**src/rtl/matmul_host_driver.sv**
```systemverilog
// Bus-master sequencer for the 8-bit cs/rw/comdat matrix-multiply peripheral: loads A/B operands,
// waits for the compute sweep to settle, then re-addresses and streams the result bytes out.
module matmul_host_driver #(
  parameter int unsigned LOAD_BYTES    = 128,
  parameter int unsigned READ_BYTES    = 128,
  parameter int unsigned SETTLE_CYCLES = 40
) (
  input  logic       clk,
  input  logic       rst,
  input  logic       start,
  output logic       busy,
  output logic       done,
  input  logic [7:0] in_data,
  input  logic       in_valid,
  output logic       in_ready,
  output logic [7:0] out_data,
  output logic       out_valid,
  input  logic       out_ready,
  output logic       mm_cs,
  output logic       mm_rw,
  output logic       mm_comdat,
  output logic [7:0] mm_wdata,
  input  logic [7:0] mm_rdata
);

  localparam logic [7:0] LoadLast   = 8'(LOAD_BYTES - 1);
  localparam logic [7:0] ReadLast   = 8'(READ_BYTES - 1);
  localparam logic [7:0] SettleInit = 8'(SETTLE_CYCLES - 1);

  typedef enum logic [2:0] {
    StIdle,
    StSetWaddr,
    StWrite,
    StSettle,
    StSetRaddr,
    StRead,
    StDone
  } state_e;

  state_e     state_q;
  logic [7:0] byte_cnt_q;
  logic [7:0] settle_cnt_q;

  always_ff @(posedge clk or posedge rst) begin
    if (rst) begin
      state_q      <= StIdle;
      byte_cnt_q   <= 8'h00;
      settle_cnt_q <= 8'h00;
    end else begin
      case (state_q)
        StIdle: begin
          if (start) begin
            state_q    <= StSetWaddr;
            byte_cnt_q <= 8'h00;
          end
        end
        StSetWaddr: state_q <= StWrite;
        StWrite: begin
          if (in_valid) begin
            byte_cnt_q <= byte_cnt_q + 8'd1;
            if (byte_cnt_q == LoadLast) begin
              state_q      <= StSettle;
              settle_cnt_q <= SettleInit;
            end
          end
        end
        StSettle: begin
          if (settle_cnt_q == 8'h00) begin
            state_q    <= StSetRaddr;
            byte_cnt_q <= 8'h00;
          end else begin
            settle_cnt_q <= settle_cnt_q - 8'd1;
          end
        end
        StSetRaddr: state_q <= StRead;
        StRead: begin
          // Peripheral address only advances on transfer cycles, so backpressure is lossless.
          if (out_ready) begin
            byte_cnt_q <= byte_cnt_q + 8'd1;
            if (byte_cnt_q == ReadLast) state_q <= StDone;
          end
        end
        StDone:  state_q <= StIdle;
        default: state_q <= StIdle;
      endcase
    end
  end

  always_comb begin
    mm_cs     = 1'b0;
    mm_rw     = 1'b1;
    mm_comdat = 1'b0;
    mm_wdata  = 8'h00;
    in_ready  = 1'b0;
    out_valid = 1'b0;
    out_data  = 8'h00;
    case (state_q)
      StSetWaddr, StSetRaddr: begin
        mm_cs     = 1'b1;
        mm_rw     = 1'b0;
        mm_comdat = 1'b1;
      end
      StWrite: begin
        in_ready = 1'b1;
        mm_cs    = in_valid;
        mm_rw    = 1'b0;
        mm_wdata = in_data;
      end
      StRead: begin
        out_valid = 1'b1;
        out_data  = mm_rdata;
        mm_cs     = out_ready;
      end
      default: ;
    endcase
  end

  assign busy = (state_q != StIdle);
  assign done = (state_q == StDone);

endmodule

```
**config.mk**
```make
export PLATFORM = sky130hd
export DESIGN_NAME = matmul_host_driver
export DESIGN_NICKNAME = d
export VERILOG_FILES = /design/src/rtl/matmul_host_driver.sv
export SDC_FILE = /design/constraint.sdc
export NUM_CORES = 1
export LEC_CHECK = 0
export BUFFER_PORTS_ARGS = -buffer_cell sky130_fd_sc_hd__clkbuf_2
export CAP_MARGIN = 20
export CORE_MARGIN = 2
export CORE_UTILIZATION = 50
export DETAILED_ROUTE_END_ITERATION = 12
export GPL_TIMING_DRIVEN = 0
export PLACE_DENSITY = 0.79
export SETUP_SLACK_MARGIN = 0.15
export SLEW_MARGIN = 20
export SYNTH_ARGS = -nofsm -noshare
export SYNTH_HDL_FRONTEND = slang
export SYNTH_SLANG_ARGS = --single-unit
```
**constraint.sdc**
```tcl
create_clock -name clk -period 2.3 [get_ports clk]
set_input_delay 0.23 -clock clk [delete_from_list [all_inputs] [get_ports clk]]
set_output_delay 0.23 -clock clk [all_outputs]
set_load 0.02 [all_outputs]
```
Word level (Yosys, flattened, before mapping)
Index checks and enable logic that the tools add are counted.

Register bits after elaboration: 19. Bits of input ports: 21. Output and inout bits: 23. Logic and storage cells: 52.

Add/sub/neg operators: 2. Eq/ne operators: 14. Multiplexer cells: 23. Reduce and logical (&&, ||, !) cells: 10.

Operator list (count): 8-bit 2-to-1 mux (9); 8-bit case mux with 4 select lines (1); 3-bit 2-to-1 mux (6); 3-bit case mux with 6 select lines (1); 8-bit case mux with 2 select lines (1); 2-bit inequality test (second input constant) (7); 3-bit equality test (second input constant) (3); 8-bit by 1-bit adder with 8-bit output (second input constant) (1); 8-bit by 7-bit equality test with 1-bit output (second input constant) (1); 8-bit zero test (1); 8-bit by 1-bit subtractor with 8-bit output (second input constant) (1); 3-bit by 2-bit equality test with 1-bit output (second input constant) (2); 6-bit AND reduction (1); 5-bit AND reduction (1); 1-bit 2-to-1 mux (4); 4-bit AND reduction (1); 4-bit nonzero test (1); 3-bit by 1-bit equality test with 1-bit output (second input constant) (1); 3-bit zero test (1); 1-bit case mux with 3 select lines (1); 3-bit nonzero test (1); 3-bit OR reduction (1); 2-bit nonzero test (1); 2-bit OR reduction (1).

Depth between registers and ports, before layout
Gate-level depths: netlist of the first run.

Word-level depth: 4. Gate-level depth with buffers: 7. Mapped depth without buffers: 6.

Worst setup path before layout of the first run
Ideal clock, no wire load.

Path type: register -> output. Start: register state_q[0]. End: output mm_cs. Arrival time: 1381 ps. Required time: 2070 ps. Path slack: 689 ps. Stages on the path, launching flop included: 5. Path buffers: 2. Cell sequence: dfrtp_1 > buf_4 > nor2_1 > clkbuf_1 > o31ai_1.

Word-level cells in the longest chain between the ends: 3. Elaborated cells on any way between the ends: 6. Those cells by class: eq/ne (4); mux (1); reduce/logical (1).

RTL lines: start, declared (line 40) `state_e state_q;`; start signal, assigned (line 46) `state_q <= StIdle;`; start signal, assigned (line 53) `state_q <= StSetWaddr;`; start signal, assigned (line 57) `StSetWaddr: state_q <= StWrite;`; 3-bit by 1-bit equality test with 1-bit output / 3-bit equality test (equally long branches) (line 97) `case (state_q)`; 2-bit OR reduction (line 97); 1-bit case mux with 3 select lines (*) (line 97); end, declared (line 19) `output logic mm_cs,`.

Mark *: on every way between the ends. The rest lies on a longest branch, timed or not.

Final worst setup path of the first run
Start: register state_q[0]. End: output mm_wdata[5].

Word-level cells in the longest chain between the ends: 2.

RTL lines: 3-bit by 2-bit equality test with 1-bit output (line 97); 8-bit 2-to-1 mux (line 97); end, declared (line 22) `output logic [7:0] mm_wdata,`.

No other way between the ends.

==> impl_metrics.csv, run 1 <==
group,metric,value,unit
sta,fin_ws,0.3332,ns
critical_path,slowest_delay,0.42,ns
cts,cts_tree,"done",
sta,relSlewSlack,52.04,%
cells_and_area,layout.nets,224,
cts,clock_latency,0.30,ns
critical_path,crit_path_cell_trace,"buf_4, nor2_2, clkbuf_2, and3_1, clkbuf_2",
critical_path,path_max_fanout,10,
status,violations,"hold timing",
detailed_routing,first_pass_iters,4,
place,io_buffers,43,
global_routing,track_usage,21.89,%
sta,setup_violations,0,
critical_path,end_kind,"primary output",
cells_and_area,antenna_cells,0,
sta,fin_crit_sh,85.51,%
die,start_util,52.78,%
logic_synthesis,synth_cell_types,43,
pwr,vdd_drop_max,0.0009377,V
logic_synthesis,synthCells,152,
cells_and_area,final_layout_size_suffix_gt1_share,30.15,%
cts,clk_pin_slew,0.12,ns
global_routing,grt_max_degree,20,
logic_synthesis,syn_avg_cell_area,8.602,sq um
logic_synthesis,ys_warn_count,0,
critical_path,start_kind,"register",
cells_and_area,nFillCells,209,
hold_path,hp-class,"input pin to asynchronous set/reset pin",
die,num_rows,18,
logic_synthesis,synth_top_area_share,36.36,%
die,dieArea,3040,sq um
detailed_routing,drc,0,
critical_path,cp_slowest_cell,"dfrtp_1",
critical_path,critPathMostFrequentCell,"clkbuf_2",
sta,holdWs,-0.0001356,ns
detailed_routing,vias,1335,
die,io_pins,44,
logic_synthesis,synth_top_area_cell,"dfrtp_1",
global_routing,grt_overflow_total,0,
place,pre_cts_ws,0.3995,ns
sta,rsz0062_at_grt,"false",
global_routing,grt_pass1_wl,4767,um
sta,worstMarginPinSlew,0.7187,ns
die,fp.dieH,55.14,um
logic_synthesis,yosys-top-cells-area,"dfrtp_1, a31oi_1, and2_1",
sta,finalHoldViolCount,1,
global_routing,grt_pass1_vias,1121,
critical_path,crit_type,"register to primary output",
place,hpwl,2470,um
critical_path,cpLargestDelayFamily,"buffers and inverters",
logic_synthesis,seq_area_frac_synth,36.36,%
detailed_routing,initialDrtViolationCount,41,
sta,final.setup_skew,0.01802,ns
logic_synthesis,yosysMostFrequentCell,"dfrtp_1",
pwr,powerDensity,1241,nW/um^2
critical_path,worstPathArrival,1.74,ns
place,place.gp.congestion,0.8741,
status,status,"finished with violations",
detailed_routing,wl_per_cell,13.48,um
run,maxCapViolations,0,
detailed_routing,vias_per_cell,5.830,
cts,clockBufferDepth,2,
detailed_routing,ant_nets,0,
logic_synthesis,ys_ff_latch,19,
logic_synthesis,synth-edff-count,0,
global_routing,grt_antenna_before_repair,0,
detailed_routing,finalWirelength,3088,um
critical_path,worstPathRequired,2.07,ns
critical_path,critical_path_buf_inv_count,3,
pwr,fin_total_pwr,1.978,mW
cts,clock-sinks,19,
logic_synthesis,yosys-top-cells-count,"dfrtp_1, nand2_1, nor2_1, a31oi_1",
cts,clock-root-buffer,"clkbuf_4",
logic_synthesis,synth.net_count,176,
cells_and_area,seqCellArea,475.5,sq um
sta,drv_slew,0,
cells_and_area,multi_input_area,758.2,sq um
pwr,p_leak,0.8102,nW
logic_synthesis,synth_area,1308,sq um
die,die_w,55.14,um
cells_and_area,area_growth,21.91,%
logic_synthesis,async_reset_ff_share,100.0,%
sta,tns,0,ns
sta,period_needed,1.967,ns
sta,max_freq,508.4,MHz
cts,cts_buffers,3,
cts,cts_max_level,1,
logic_synthesis,synthFlopType,"dfrtp_1",
die,coreArea,2477,sq um
repair_timing:
item | CTS | global route
setup buffers | 0 | 0
hold buffers | 0 | 0
gates resized for setup | 1 | 1
gates cloned | 0 | 0
endpoints found under the setup margin | 7 | 8
kinds of logic after synthesis:
kind of cell	after synthesis	share of synthesized area, %
buf+inv	17	5.836
mux	3	2.297
simple gates	69	30.14
flops	19	36.36
fa+ha+maj	3	2.871
compound gates	40	21.82
xor+xnor	1	0.6700
per-layer routing:
layer	up-vias	track usage [%]	routed length (um)
li1	654	-	-
met1	629	26.37	1211
met2	50	38.29	1704
met3	2	4.301	159
met4	0	8.537	12
met5	-	0	0
registers in the layout (all words and copies together), names as in the netlist:
register / cells
settle_cnt_q: 8
byte_cnt_q: 8
state_q: 3
placed cells by master, fill, tap and decap left out, drive strengths merged, types with 4 or more instances in the layout:
cell / Yosys / routed
a21oi: 8 / 8
a31oi: 11 / 11
and2: 9 / 9
and3: 9 / 9
buf: 4 / 4
clkbuf: 3 / 49
dfrtp: 19 / 19
inv: 10 / 10
nand2: 13 / 13
nand2b: 4 / 4
nand3: 4 / 4
nor2: 13 / 13
o21ai: 4 / 4
o31ai: 6 / 6
path summary, 6_finish.rpt:
path	start	end	slack, ns	cells past startpoint
max reg2reg	settle_cnt_q[0]	settle_cnt_q[5]	0.36	6
min	rst	byte_cnt_q[1]	-0.0001	2
max in group asynchronous	rst	state_q[1]	1.83	2
max	state_q[0]	mm_wdata[5]	0.33	5
min in group clk	out_ready	state_q[1]	0.23	3
min reg2reg	byte_cnt_q[0]	byte_cnt_q[0]	0.51	1
final cells by class:
type	count	share of cell area, %
Multi-Input combinational cell	116	47.57
Clock inverter	1	0.4710
Buffer	7	2.512
Timing Repair Buffer	43	13.50
Sequential cell	19	29.83
Clock buffer	3	1.413
Tap cell	30	2.355
Inverter	10	2.355
power breakdown:
part	leakage, nW	switching [mW]	internal [mW]
clock network	0.0139	0.105	0.0662
registers	0.241	0.108	0.452
logic	0.556	0.777	0.469
total	0.810	0.991	0.987
per-stage QoR:
stage	cells	utilization, %	hold slack [ns]	instance area [sq um]
finish	229	64.34	-0.0001356	1594
global placement	225	62.98	0.3508	1560
global route	229	64.34	0.08457	1594
floorplan	152	-	0.1811	1308
detailed placement	225	62.98	0.3667	1560
CTS	229	64.24	0.02215	1592
Note: power is estimated with default switching activity, not from simulation.
==> inputs of run 2 (changes only) <==
- PLACE_DENSITY: 0.79 -> 0.86
==> impl_metrics.csv, run 2 (synthesized netlist as in run 1, its figures left out) <==
group,metric,value,unit
status,status,"finished with violations",
status,violations,"hold timing",
cts,clock-sinks,19,
global_routing,met2_usage,35.91,%
critical_path,path_max_fanout,10,
critical_path,end_kind,"primary output",
pwr,fin_total_pwr,1.999,mW
global_routing,grt_max_degree,20,
cells_and_area,final_common_cell,"clkbuf_2",
global_routing,grt_pass1_wl,4678,um
cells_and_area,layout.nets,224,
cells_and_area,final_layout_size_suffix_gt1_share,30.65,%
cts,clockBufferDepth,2,
pwr,vdd_drop_max,0.0009855,V
cts,cts_tree,"done",
critical_path,critPathMostFrequentCell,"clkbuf_2",
sta,holdWs,-0.01039,ns
critical_path,crit_type,"register to primary output",
hold_path,hp-class,"input pin to asynchronous set/reset pin",
sta,setup_violations,0,
global_routing,track_usage,21.32,%
critical_path,worstPathRequired,2.07,ns
cells_and_area,top_regs,"byte_cnt_q: 8 flops, settle_cnt_q: 8 flops, state_q: 3 flops",
critical_path,r2r_slack,0.45,ns
pwr,p_leak,0.8144,nW
detailed_routing,initialDrtViolationCount,57,
global_routing,use_met3,5.914,%
sta,fin_crit_sh,86.65,%
sta,final.setup_skew,0.01314,ns
place,place.gp.congestion,0.8381,
critical_path,slowest_delay,0.43,ns
detailed_routing,vias_per_cell,5.712,
sta,rsz0062_at_grt,"false",
place,io_buffers,43,
sta,max_freq,501.8,MHz
global_routing,grt_antenna_before_repair,0,
detailed_routing,drc,0,
detailed_routing,finalWirelength,3232,um
detailed_routing,wl_per_cell,14.11,um
cells_and_area,layout_common_cells,"clkbuf_2, dfrtp_1, nand2_1",
sta,tns,0,ns
die,coreArea,2477,sq um
critical_path,cpLargestDelayFamily,"buffers and inverters",
detailed_routing,vias,1308,
sta,relSlewSlack,52.04,%
run,maxCapViolations,0,
detailed_routing,ant_nets,0,
critical_path,start_kind,"register",
global_routing,grt_pass1_vias,1089,
sta,drv_slew,0,
cts,clock_latency,0.31,ns
cts,cts_buffers,3,
sta,worstMarginPinSlew,0.7186,ns
sta,period_needed,1.993,ns
critical_path,cp_slowest_cell,"dfrtp_1",
cts,clock-root-buffer,"clkbuf_4",
cells_and_area,antenna_cells,0,
critical_path,crit_path_cell_trace,"buf_4, nor2_2, clkbuf_2, and3_1, clkbuf_2",
global_routing,met1_usage,27.78,%
die,fp.dieH,55.14,um
pwr,powerDensity,1251,nW/um^2
die,die_w,55.14,um
sta,finalHoldViolCount,11,
die,dieArea,3040,sq um
critical_path,worstPathArrival,1.76,ns
die,start_util,52.78,%
cts,cts_max_level,1,
cts,clk_pin_slew,0.12,ns
detailed_routing,first_pass_iters,4,
global_routing,grt_overflow_total,0,
place,hpwl,2522,um
cells_and_area,post-route-util,64.49,%
die,num_rows,18,
cells_and_area,area_growth,22.20,%
die,io_pins,44,
critical_path,critical_path_buf_inv_count,3,
global_routing,top_usage_layer,"met2",
## run 2: cell count changes in the layout (fill, tap and decap cells not counted), sizes merged
cell / delta
clkinv: +1
clkinvlp: -1
## run 2: path summary, 6_finish.rpt
kind / from / to / cells after the start
max in group asynchronous: rst / settle_cnt_q[7] / 2
min in group clk: out_ready / state_q[1] / 3
worst min register to register: settle_cnt_q[7] / settle_cnt_q[7] / 1
worst max-delay path: state_q[0] / mm_wdata[1] / 5
worst min-delay path: rst / byte_cnt_q[0] / 2
worst max register to register: settle_cnt_q[0] / settle_cnt_q[4] / 7
## run 2: area by class of cell
| type | count | area [sq um] |
|---|---|---|
| fill | 213 | 879.6 |
| multi-input combinational | 116 | 764.5 |
| sequential | 19 | 475.5 |
| timing repair buffer | 43 | 215.2 |
| buffer | 7 | 40.04 |
| inverter | 10 | 37.54 |
| tap | 30 | 37.54 |
| clock buffer | 3 | 22.52 |
| clock inverter | 1 | 5.005 |
## run 2: what timing repair did
action | in CTS | in global routing
hold buffers | 0 | 0
endpoints found under the setup margin | 7 | 9
buffers inserted | 0 | 0
resized for setup | 1 | 2
## run 2: worst register-to-register path, stage by stage, from the launching register on
cell and delay, ns:
dfrtp_1 0.40, inv_1 0.11, ha_1 0.16, nor4b_1 0.34
a21oi_1 0.26, buf_4 0.24, a31oi_1 0.18, a31oi_1 0.06
## run 2: metal layers
layer,up-vias,routed length (um),share of wire [%]
li1,649,-,-
met1,625,1370,42
met2,28,1697,53
met3,6,137,4.2
met5,-,0,0
met4,0,27,0.84
## run 2: power by group
part / switching, mW / total [mW] / internal (mW)
clock: 0.114 / 0.179 / 0.0650
combinational: 0.787 / 1.26 / 0.472
sequential: 0.109 / 0.560 / 0.452
## run 2: stage by stage
step	worst slack, ns	std cells	area, sq um
6_report	0.3071	229	1598
5_1_grt	0.2047	229	1598
4_1_cts	0.2182	229	1589
3_5_place_dp	0.3980	225	1560
3_3_place_gp	0.4568	225	1560
2_1_floorplan	0.6888	152	1308
